--- src/rtl/jt10_adpcm_rom_arb.sv ---
// jt10_adpcm_rom_arb
// Shares one byte-wide sample memory port between the ADPCM-A and ADPCM-B
// drivers. Each requester gets a one-byte tagged cache that behaves like a ROM.
// Misses are fetched through a level req / one-cycle ack handshake. A has
// priority, and a starve counter forces a B grant after B_STARVE A grants
// while B is waiting.
module jt10_adpcm_rom_arb #(
    parameter int              AW       = 24,
    parameter logic [AW-1:0]   B_BASE   = AW'(24'h100000),
    parameter int              B_STARVE = 2
) (
    input  logic          clk,
    input  logic          rst_n,
    input  logic          i_cen,
    input  logic [19:0]   i_a_addr,
    input  logic [3:0]    i_a_bank,
    input  logic          i_a_roe_n,
    output logic [7:0]    o_a_dout,
    input  logic [AW-1:0] i_b_addr,
    input  logic          i_b_roe_n,
    output logic [7:0]    o_b_dout,
    output logic [AW-1:0] o_mem_addr,
    output logic          o_mem_req,
    input  logic          i_mem_ack,
    input  logic [7:0]    i_mem_data,
    output logic          o_a_late,
    input  logic          i_clr_late
);

    localparam int NREQ = 2;                 // index 0 = ADPCM-A, 1 = ADPCM-B
    localparam int SW   = (B_STARVE < 1) ? 1 : $clog2(B_STARVE + 1);
    localparam logic [SW-1:0] STARVE_MAX = SW'(B_STARVE);

    typedef enum logic {
        ST_IDLE = 1'b0,
        ST_REQ  = 1'b1
    } state_t;

    state_t          r_state;
    state_t          w_state_next;
    logic            r_mem_req;
    logic            w_mem_req_next;
    logic [AW-1:0]   r_mem_addr;
    logic [AW-1:0]   w_mem_addr_next;
    logic [AW-1:0]   r_req_tag;
    logic [AW-1:0]   w_req_tag_next;
    logic            r_owner;                // 0 = A, 1 = B
    logic            w_owner_next;
    logic            w_grant_a;
    logic            w_grant_b;
    logic            w_done;
    logic            w_starve_full;
    logic [SW-1:0]   r_starve;
    logic            r_a_late;
    logic [AW-1:0]   w_b_mem_addr;

    logic [AW-1:0]   w_tag_in [NREQ];
    logic [7:0]      w_data   [NREQ];
    logic [NREQ-1:0] w_roe_n;
    logic [NREQ-1:0] w_pend;

    // The A tag is the bank/address pair seen as a flat 24-bit byte address.
    assign w_tag_in[0]   = AW'({i_a_bank, i_a_addr});
    assign w_tag_in[1]   = i_b_addr;
    assign w_roe_n       = {i_b_roe_n, i_a_roe_n};
    // B lives in its own region of the shared memory. The sum wraps at 2^AW.
    assign w_b_mem_addr  = i_b_addr + B_BASE;
    assign w_done        = (r_state == ST_REQ) && i_mem_ack;
    assign w_starve_full = (r_starve == STARVE_MAX);

    genvar gi;
    generate
        for (gi = 0; gi < NREQ; gi++) begin : g_cache
            logic          r_valid;
            logic [AW-1:0] r_tag;
            logic [7:0]    r_data;
            logic          w_fill;

            assign w_fill     = w_done && (r_owner == 1'(gi));
            assign w_pend[gi] = !w_roe_n[gi] && (!r_valid || (r_tag != w_tag_in[gi]));
            assign w_data[gi] = r_data;

            // Fill the cache entry on completion. The stored tag is the address
            // that was actually fetched, even if the requester has since moved on.
            always_ff @(posedge clk or negedge rst_n) begin
                if (!rst_n) begin
                    r_valid <= 1'b0;
                    r_tag   <= '0;
                    r_data  <= '0;
                end else if (w_fill) begin
                    r_valid <= 1'b1;
                    r_tag   <= r_req_tag;
                    r_data  <= i_mem_data;
                end
            end
        end
    endgenerate

    // State and memory-port registers.
    always_ff @(posedge clk or negedge rst_n) begin
        if (!rst_n) begin
            r_state    <= ST_IDLE;
            r_mem_req  <= 1'b0;
            r_mem_addr <= '0;
            r_req_tag  <= '0;
            r_owner    <= 1'b0;
        end else begin
            r_state    <= w_state_next;
            r_mem_req  <= w_mem_req_next;
            r_mem_addr <= w_mem_addr_next;
            r_req_tag  <= w_req_tag_next;
            r_owner    <= w_owner_next;
        end
    end

    // Grant selection and handshake sequencing. A wins unless B has already
    // waited through STARVE_MAX consecutive A grants.
    always_comb begin
        w_state_next    = r_state;
        w_mem_req_next  = r_mem_req;
        w_mem_addr_next = r_mem_addr;
        w_req_tag_next  = r_req_tag;
        w_owner_next    = r_owner;
        w_grant_a       = 1'b0;
        w_grant_b       = 1'b0;
        case (r_state)
            ST_IDLE: begin
                if (w_pend[0] && !(w_pend[1] && w_starve_full)) begin
                    w_grant_a       = 1'b1;
                    w_state_next    = ST_REQ;
                    w_mem_req_next  = 1'b1;
                    w_mem_addr_next = w_tag_in[0];
                    w_req_tag_next  = w_tag_in[0];
                    w_owner_next    = 1'b0;
                end else if (w_pend[1]) begin
                    w_grant_b       = 1'b1;
                    w_state_next    = ST_REQ;
                    w_mem_req_next  = 1'b1;
                    w_mem_addr_next = w_b_mem_addr;
                    w_req_tag_next  = i_b_addr;
                    w_owner_next    = 1'b1;
                end
            end
            ST_REQ: begin
                if (i_mem_ack) begin
                    w_state_next   = ST_IDLE;
                    w_mem_req_next = 1'b0;
                end
            end
            default: begin
                w_state_next   = ST_IDLE;
                w_mem_req_next = 1'b0;
            end
        endcase
    end

    // Count A grants that overtake a waiting B. Any B grant, or B no longer
    // waiting, clears the count.
    always_ff @(posedge clk or negedge rst_n) begin
        if (!rst_n) begin
            r_starve <= '0;
        end else if (w_grant_b || !w_pend[1]) begin
            r_starve <= '0;
        end else if (w_grant_a && (r_starve != STARVE_MAX)) begin
            r_starve <= r_starve + 1'b1;
        end
    end

    // Sticky flag: drvA sampled its data while a fetch for it was still missing.
    // A set in the same cycle as a clear takes precedence.
    always_ff @(posedge clk or negedge rst_n) begin
        if (!rst_n) begin
            r_a_late <= 1'b0;
        end else if (i_cen && w_pend[0]) begin
            r_a_late <= 1'b1;
        end else if (i_clr_late) begin
            r_a_late <= 1'b0;
        end
    end

    assign o_a_dout   = w_data[0];
    assign o_b_dout   = w_data[1];
    assign o_mem_addr = r_mem_addr;
    assign o_mem_req  = r_mem_req;
    assign o_a_late   = r_a_late;

endmodule

--- config.mk ---
export PLATFORM = sky130hd
export DESIGN_NAME = jt10_adpcm_rom_arb
export DESIGN_NICKNAME = d
export VERILOG_FILES = /design/src/rtl/jt10_adpcm_rom_arb.sv
export SDC_FILE = /design/constraint.sdc
export NUM_CORES = 1
export LEC_CHECK = 0
export BUFFER_PORTS_ARGS = -buffer_cell sky130_fd_sc_hd__buf_2
export CELL_PAD_IN_SITES_DETAIL_PLACEMENT = 1
export CELL_PAD_IN_SITES_GLOBAL_PLACEMENT = 2
export CORE_MARGIN = 3
export CORE_UTILIZATION = 38
export CTS_CLUSTER_SIZE = 24
export DETAILED_ROUTE_END_ITERATION = 10
export HOLD_SLACK_MARGIN = 0.08
export PLACE_DENSITY = 0.93
export RECOVER_POWER = 50
export SLEW_MARGIN = 15
export SYNTH_ARGS = -nofsm -noshare
export SYNTH_HDL_FRONTEND = slang
export SYNTH_SLANG_ARGS = --single-unit
--- constraint.sdc ---
create_clock -name clk -period 3.95 [get_ports clk]
set_input_delay 0.395 -clock clk [delete_from_list [all_inputs] [get_ports clk]]
set_output_delay 0.395 -clock clk [all_outputs]
set_load 0.02 [all_outputs]
# After elaboration in Yosys (flattened, before gate mapping)
# Cells that the tools add are included.
dict set report totals {
  out_inout_bits 42
  regBits 120
  in_bits 63
}
dict set report op_classes {
  add_sub_neg 2
  n_reduce_logical 23
  n_mux 21
  n_eq_ne 6
  bitwise 2
}
# cell n
set ops {}
lappend ops {{$mux 24} 4}
lappend ops {{$ne 24x24->1} 2}
lappend ops {{$add 24x21->24 const B} 1}
lappend ops {{$mux 1} 13}
lappend ops {{$logic_and 1x1->1} 9}
lappend ops {{$logic_not 1->1} 6}
lappend ops {{$reduce_bool 2->1} 3}
lappend ops {{$mux 2} 2}
lappend ops {{$ne 2x2->1 const B} 2}
lappend ops {{$pmux 1 s2} 2}
lappend ops {{$reduce_and 2->1} 2}
lappend ops {{$logic_or 1x1->1} 3}
lappend ops {{$ne 3x3->1 const B} 1}
lappend ops {{$add 2x1->2 const B} 1}
lappend ops {{$eq 2x2->1 const B} 1}
lappend ops {{$not 1->1} 2}

# Longest topological paths before layout
# Gate-level depths: netlist of run 1.
dict set report depth {
  word_depth 11
  ltp_mapped 8
  depth_no_buf 6
}

# Least setup slack after synthesis of run 1
# OpenSTA, ideal clock, no wires.
dict set report synth_timing {
  path_kind {input-to-reg}
  from {input i_b_addr[15]}
  to {register r_mem_addr[23] (netlist: o_mem_addr[23])}
  setup_ns 0.120
  n_path_buf 1
  t_arrival_ns 1.805
  required_time_ns 3.830
  path_stages 7
  slack_ns 2.026
  path_cell_list {xnor2_1 > nand4_1 > nor4_4 > a21boi_1 > buf_6 > or3_1 > a31o_1}
}
dict set report synth_between {
  elab_chain_len 8
}
# item line_no
set synth_lines {}
lappend synth_lines {{start, declared} 19} ;# input logic [AW-1:0] i_b_addr,
lappend synth_lines {{branches (longest 8 deep; another with $add 24x21->24)} --}
lappend synth_lines {{end signal, assigned} 110} ;# r_mem_addr <= w_mem_addr_next;
lappend synth_lines {{end, declared} 43} ;# logic [AW-1:0] r_mem_addr;
# Parallel ways; which one is timed is not known. The select of a mux whose other input is x is not followed.
# A chain may end at the register's enable or synchronous reset.

# Worst setup path in the final report of run 1
dict set report layout_timing {
  from {register g_cache[0].r_tag[4]}
  to {register r_mem_addr[20] (netlist: o_mem_addr[20])}
}
dict set report layout_between {
  elab_chain_len 6
}
# item line_no
set layout_lines {}
lappend layout_lines {{start, declared} 75} ;# logic [AW-1:0] r_tag;
lappend layout_lines {{start signal, assigned} 92} ;# r_tag <= r_req_tag;
lappend layout_lines {{$ne 24x24->1 (*)} 80} ;# assign w_pend[gi] = !w_roe_n[gi] && (!r_valid || (r_tag != w_tag_in[gi]));
lappend layout_lines {{$logic_or 1x1->1 (*)} 80}
lappend layout_lines {{$logic_and 1x1->1 (*)} 80}
lappend layout_lines {{$logic_and 1x1->1 (*)} 128} ;# if (w_pend[0] && !(w_pend[1] && w_starve_full)) begin
lappend layout_lines {{$reduce_bool 2->1 (no line)} --}
lappend layout_lines {{$reduce_and 2->1 (no line)} --}
# Mark *: on every way between the ends. The rest lies on a longest branch, timed or not.

==> flow_summary.toml, run 1 <==
[cts]
insertion_delay_ps = 360
clock_sinks = 100
cts.clk_slew.worst_paths_ps = 70
clockRootBuffer = "clkbuf_16"
cts_setup_buffers = 0
clockBufferDepth = 2
cts_tree = "built"
numCtsBuffers = 9
cts_hold_buf = 0
cts_resized = 0
htreeDepth = 3

[outcome]
violations = "max-capacitance violations, max-slew violations"
status = "finished with violations"

[timing]
tightestPinTransition_ps = 1830
setup_slack_ps = 1290
fin_crit_sh = 0.674
whs_ps = 214
max_freq_mhz = 376
clock_skew_ps = 11.5
finalHoldViolations = 0
tns_ps = 0
drv_slew = 71
setup_viol = 0
rsz0062_at_grt = "no"
finalCriticalPeriod_ps = 2660
relSlewSlack = -0.223

[floorplan]
ios = 105
coreArea_um2 = 12700
die_h_um = 120
die_w_um = 120
initial_core_util = 0.391
row_count = 41
dieArea_um2 = 14500

[synth]
syn-cell-area_um2 = 4960
yosysTopAreaCell = "dfrtp_1"
synthCells = 433
synthXorXnorAreaFrac = 0.0929
yosys.area_share.adder = 0.00505
synthFlopType = "dfrtp_1"
async_flop_share = 1.00
synth_top_area_frac = 0.505
synth_area_leaders = "dfrtp_1 50%, mux2_2 15%, xnor2_1 8.1%"
synth_nets = 498
muxShareOfSynthArea = 0.145
avgSynthCellArea_um2 = 11.5
synth_top_family_by_area = "multiplexers"
ys_seq_elements = 100
ys_types = 39
synthSimpleGateAreaFrac = 0.110
synth_compound_area_frac = 0.0850
ys_seq_area_frac = 0.505
synth_edf_count = 0
synth_warnings = 0

[grt]
grt_max_degree = 71
grt.overflow.total = 0
grt_util_all_layers = 0.209
antenna_found_initial = 0
grt_pass1_vias = 4056
grt_first_pass_wirelength_um = 23100

[setup_path]
startpoint_type = "flop"
r2r-start = "g_cache[0].r_tag[4]"
path_class = "flop to flop"
endpoint_kind = "flop"
required_ps = 4200
rr_worst_depth = 7
r2r_slack_ps = 1290
cp_max_fo = 31
critPathArrivalTime_ps = 2910
r2r_end = "o_mem_addr[20]"

[placed_design]
post-place-ws_ps = 1130
placed_cell_area_um2 = 5510
placedCellCount = 669
finalWeightedCongestion = 0.860
numPortBuffers = 104
hpwl_um = 10200

[min_path]
holdPathEnd = "o_a_late"
hold-path-cell-count = 2
hold_class = "input port to flop"
hold_start = "i_clr_late"

[cells_and_area]
n_antenna_cell = 0
syn_to_final_growth_pct = 16.7
final_util = 0.457
final_area_um2 = 5790
drive_gt1_frac = 0.361
nets = 573
final_cells = 685

[power]
vdd_ir_drop_max_v = 0.000338
clockPowerShare = 0.238
total_power_mw = 3.82
power_density_nw_per_um2 = 660
internal_power_mw = 2.46
seqPwrFrac = 0.436
power_frac_comb = 0.325
p_switching_mw = 1.36
p_leak_nw = 2.29
switching_share = 0.357

[routing]
wl_um = 14600
drtAntennaViolNets = 0
first_iter_violations = 248
firstDrtPassIters = 4
drc = 0
avgRoutedWirePerCell_um = 21.3
vias = 3794
vias_per_cell = 5.54

[flow_run]
cap_violations = 1
==> registers in the layout, summed over array words and instances (netlist names) <==
register         flops
o_a_dout             8
o_mem_req            1
g_cache.r_valid      2
r_starve             2
r_state              1
r_req_tag            4
o_b_dout             8
o_mem_addr          24
g_cache.r_tag       48
r_owner              1
o_a_late             1
==> synth_stat cells, types with 3 or more instances <==
cell and n:
nand4_1 14, nand2b_1 3, buf_2 5, or3_1 3
nor3_1 27, xnor2_2 3, nand3_1 29, a31oi_1 26
inv_1 3, nor3b_1 3, buf_4 22, o21ai_0 28
xnor2_1 46, nand2_1 10, mux2_2 64, dfrtp_1 100
clkbuf_1 18
==> layer usage <==
metal,share of wire,track usage,up-vias
li1,-,-,1693
met1,0.45,0.284,1938
met2,0.47,0.331,140
met3,0.057,0.0444,23
met4,0.022,0.0751,0
met5,0,0,-
==> worst max-delay path, stage by stage, from the launching register on <==
cell and delay (ps):
dfrtp_1 400, xnor2_1 390, nand4_1 190, nor4_2 590, a21o_1 230, buf_4 320, o21ai_0 180, a31o_1 250
==> area by class of cell <==
cell class | instances | area [um2]
tap | 172 | 215
timing repair buffer | 111 | 547
sequential | 100 | 2500
clock buffer | 9 | 225
clock inverter | 7 | 72.6
multi-input combinational | 283 | 2210
inverter | 3 | 11.3
fill | 1434 | 6890
==> worst max path at each step <==
stage | start | to | slack [ps] | depth (start not counted)
floorplan | i_b_addr[15] | o_mem_addr[23] | 2030 | 7
global placement | i_a_addr[4] | o_mem_addr[20] | 1230 | 8
detailed placement | i_a_addr[4] | o_mem_addr[20] | 1130 | 8
CTS | g_cache[0].r_tag[4] | o_mem_addr[20] | 1280 | 7
global route | g_cache[1].r_tag[4] | o_mem_addr[21] | 1200 | 6
finish | g_cache[0].r_tag[4] | o_mem_addr[20] | 1290 | 7
==> power groups by stage <==
stage | registers, mW | clock network, mW | logic (mW)
after floorplan | 1.69 | 0 | 0.839
after global placement | 1.64 | 0 | 1.23
after detailed placement | 1.68 | 0 | 1.26
after CTS | 1.67 | 0.923 | 1.27
after global routing | 1.72 | 0.963 | 1.35
final | 1.67 | 0.911 | 1.24
==> kinds of logic (layout without fill, tap and decap cells) <==
family	after synthesis	in the layout
adder cells (fa/ha/maj)	2	2
multiplexers	64	64
AO/OA/AOI/OAI	69	69
XOR/XNOR	50	50
AND/OR/NAND/NOR	98	98
flip-flops	100	100
buffers and inverters	50	130
==> cells in the final DEF, fill, tap and decap left out, types with 2 or more instances in the layout <==
cell type	Yosys	layout
nand3_1	29	29
nand2b_1	3	3
buf_4	22	7
a21oi_2	1	2
nor3b_1	3	3
nor2_1	2	2
nor3_1	27	27
a31o_1	2	2
clkbuf_1	18	21
or3_1	3	3
clkbuf_16	0	9
nand4_1	14	14
nand2_1	10	10
ha_1	2	2
o21ai_0	28	28
nor4_2	2	2
dfrtp_1	100	100
mux2_2	64	64
inv_6	0	2
buf_2	5	82
inv_1	3	3
a31oi_1	26	26
xnor2_2	3	3
clkinv_2	0	2
nor4_1	2	2
xnor2_1	46	46
clkinvlp_4	0	2
a211oi_4	0	2
Power figures use the tool's default switching activity.
==> run 2: changes to the inputs <==
CORE_UTILIZATION = 32   (was 38)
PLACE_DENSITY = 0.84   (was 0.93)
clock period = 2.3 ns   (was 3.95 ns; I/O delays follow)
==> run 2 against run 1 <==
- the flow now finishes without violations
- first-iteration DRC count fell by 13%
- cell count up 5.5%
- core utilization fell by 4.7 points
- maximum frequency increased by 24%
- clock skew fell by 6.4 ps
- largest power group unchanged
- sequential share of layout area shrank 2.1 points
- global-route usage shrank 2.9 points
- combinational power grew 81%
- cell area is 5.2% higher
- worst setup slack worse by 1100 ps
==> flow_summary.toml, run 2 (synthesis gave the netlist of run 1 again) <==
[outcome]
status = "complete, no violations"

[floorplan]
die_h_um = 130
row_count = 44
die_w_um = 130
coreArea_um2 = 14900
ios = 105
initial_core_util = 0.334
dieArea_um2 = 17000

[placed_design]
post-place-ws_ps = -11.9
finalWeightedCongestion = 0.915
numPortBuffers = 104
hpwl_um = 11300

[timing]
setup_viol = 0
clock_skew_ps = 5.09
drv_slew = 0
setup_slack_ps = 153
relSlewSlack = 0.240
fin_crit_sh = 0.933
max_freq_mhz = 466
finalHoldViolations = 0
rsz0062_at_grt = "no"
tightestPinTransition_ps = 1140
finalCriticalPeriod_ps = 2150
tns_ps = 0

[routing]
avgRoutedWirePerCell_um = 20.7
firstDrtPassIters = 4
drtAntennaViolNets = 0
vias_per_cell = 5.33
vias = 3852
wl_um = 15000
first_iter_violations = 217
drc = 0

[cells_and_area]
syn_to_final_growth_pct = 22.8
layout_commonest_cell = "dfrtp_1"
largest_register_ffs = 48
ff_latch_area_um2 = 2500
fillers = 1653
nets = 599
final_cell_mix = "100 x dfrtp_1, 64 x mux2_2, 61 x buf_2, 46 x clkbuf_1, 39 x xnor2_1"
n_antenna_cell = 0
drive_gt1_frac = 0.360
regMostFlops = "g_cache.r_tag"
multi_input_area_um2 = 2280

[cts]
numCtsBuffers = 9
clockRootBuffer = "clkbuf_16"
htreeDepth = 3
cts_tree = "built"
clock_sinks = 100
clockBufferDepth = 2
insertion_delay_ps = 350
cts.clk_slew.worst_paths_ps = 70

[setup_path]
endpoint_kind = "flop"
cp_max_fo = 15
startpoint_type = "flop"
critPathArrivalTime_ps = 2360
required_ps = 2520
path_class = "flop to flop"

[grt]
grt_pass1_vias = 4152
grt.overflow.total = 0
grt_util_all_layers = 0.180
antenna_found_initial = 0
grt_first_pass_wirelength_um = 23400
grt_max_degree = 59

[power]
p_leak_nw = 2.44
vdd_ir_drop_max_v = 0.000451
power_density_nw_per_um2 = 1070

[min_path]
hold_class = "input port to flop"

[flow_run]
cap_violations = 0
-- run 2: changes by cell type in the layout (fill, tap and decap cells not counted), sizes merged --
cell         change
dlygate4sd3      +2
buf              +3
inv              -2
clkbuf          +26
bufinv           -1
clkinvlp         -2
-- run 2: final timing paths --
path / to / startpoint / cells past startpoint / slack (ps)
max: r_req_tag[21] / g_cache[1].r_tag[10] / 7 / 150
max in group asynchronous: o_mem_addr[1] / rst_n / 3 / 760
max reg2reg: r_req_tag[21] / g_cache[1].r_tag[10] / 7 / 150
min reg2reg: g_cache[0].r_valid / g_cache[0].r_valid / 1 / 480
min: o_a_late / i_cen / 3 / 100
min in group asynchronous: o_b_dout[2] / rst_n / 2 / 640
-- run 2: layout make-up --
| class | count | share of cell area |
|---|---|---|
| Sequential cell | 100 | 0.411 |
| Clock buffer | 14 | 0.0417 |
| Inverter | 3 | 0.00185 |
| Clock inverter | 2 | 0.00164 |
| Timing Repair Buffer | 137 | 0.131 |
| Tap cell | 184 | 0.0378 |
| Multi-Input combinational cell | 283 | 0.375 |
-- run 2: timing repair --
action,4_1_cts,5_1_grt
endpoints found under the setup margin,9,27
hold endpoints to repair,43,0
resized for setup,2,10
setup buffers,0,0
cloned,0,0
pin swaps,0,1
hold buffers,2,0
-- run 2: metrics by stage --
stage,cells,power (mW),area [um2],hold WS (ps),utilization
5_1_grt,723,6.89,6090,127,0.410
3_5_place_dp,705,5.12,5780,269,0.389
6_report,723,6.50,6090,96.1,0.410
2_1_floorplan,433,4.35,4960,-65.6,-
3_3_place_gp,705,5.00,5780,256,0.389
4_1_cts,723,6.56,6080,91.5,0.409
-- run 2: power by group --
part	total, mW	internal [mW]	switching [mW]
logic	2.24	1.07	1.17
clock network	1.40	0.762	0.634
registers	2.87	2.38	0.483
total	6.50	4.22	2.28
-- run 2: per-layer routing --
layer,part of all wire,up-vias,wire length [um],GRT usage
li1,-,1737,-,-
met2,0.47,112,7050,0.286
met5,0,-,0,0
met4,0.028,0,415,0.0690
met3,0.053,24,801,0.0394
met1,0.45,1979,6710,0.242
-- run 2: critical path, cell delays in order, from the launching register on --
cell,delay [ps]
dfrtp_1,400
xnor2_1,300
nand4_1,200
nor4_4,370
a21boi_2,170
buf_4,230
o21ai_0,240
a31oi_1,120
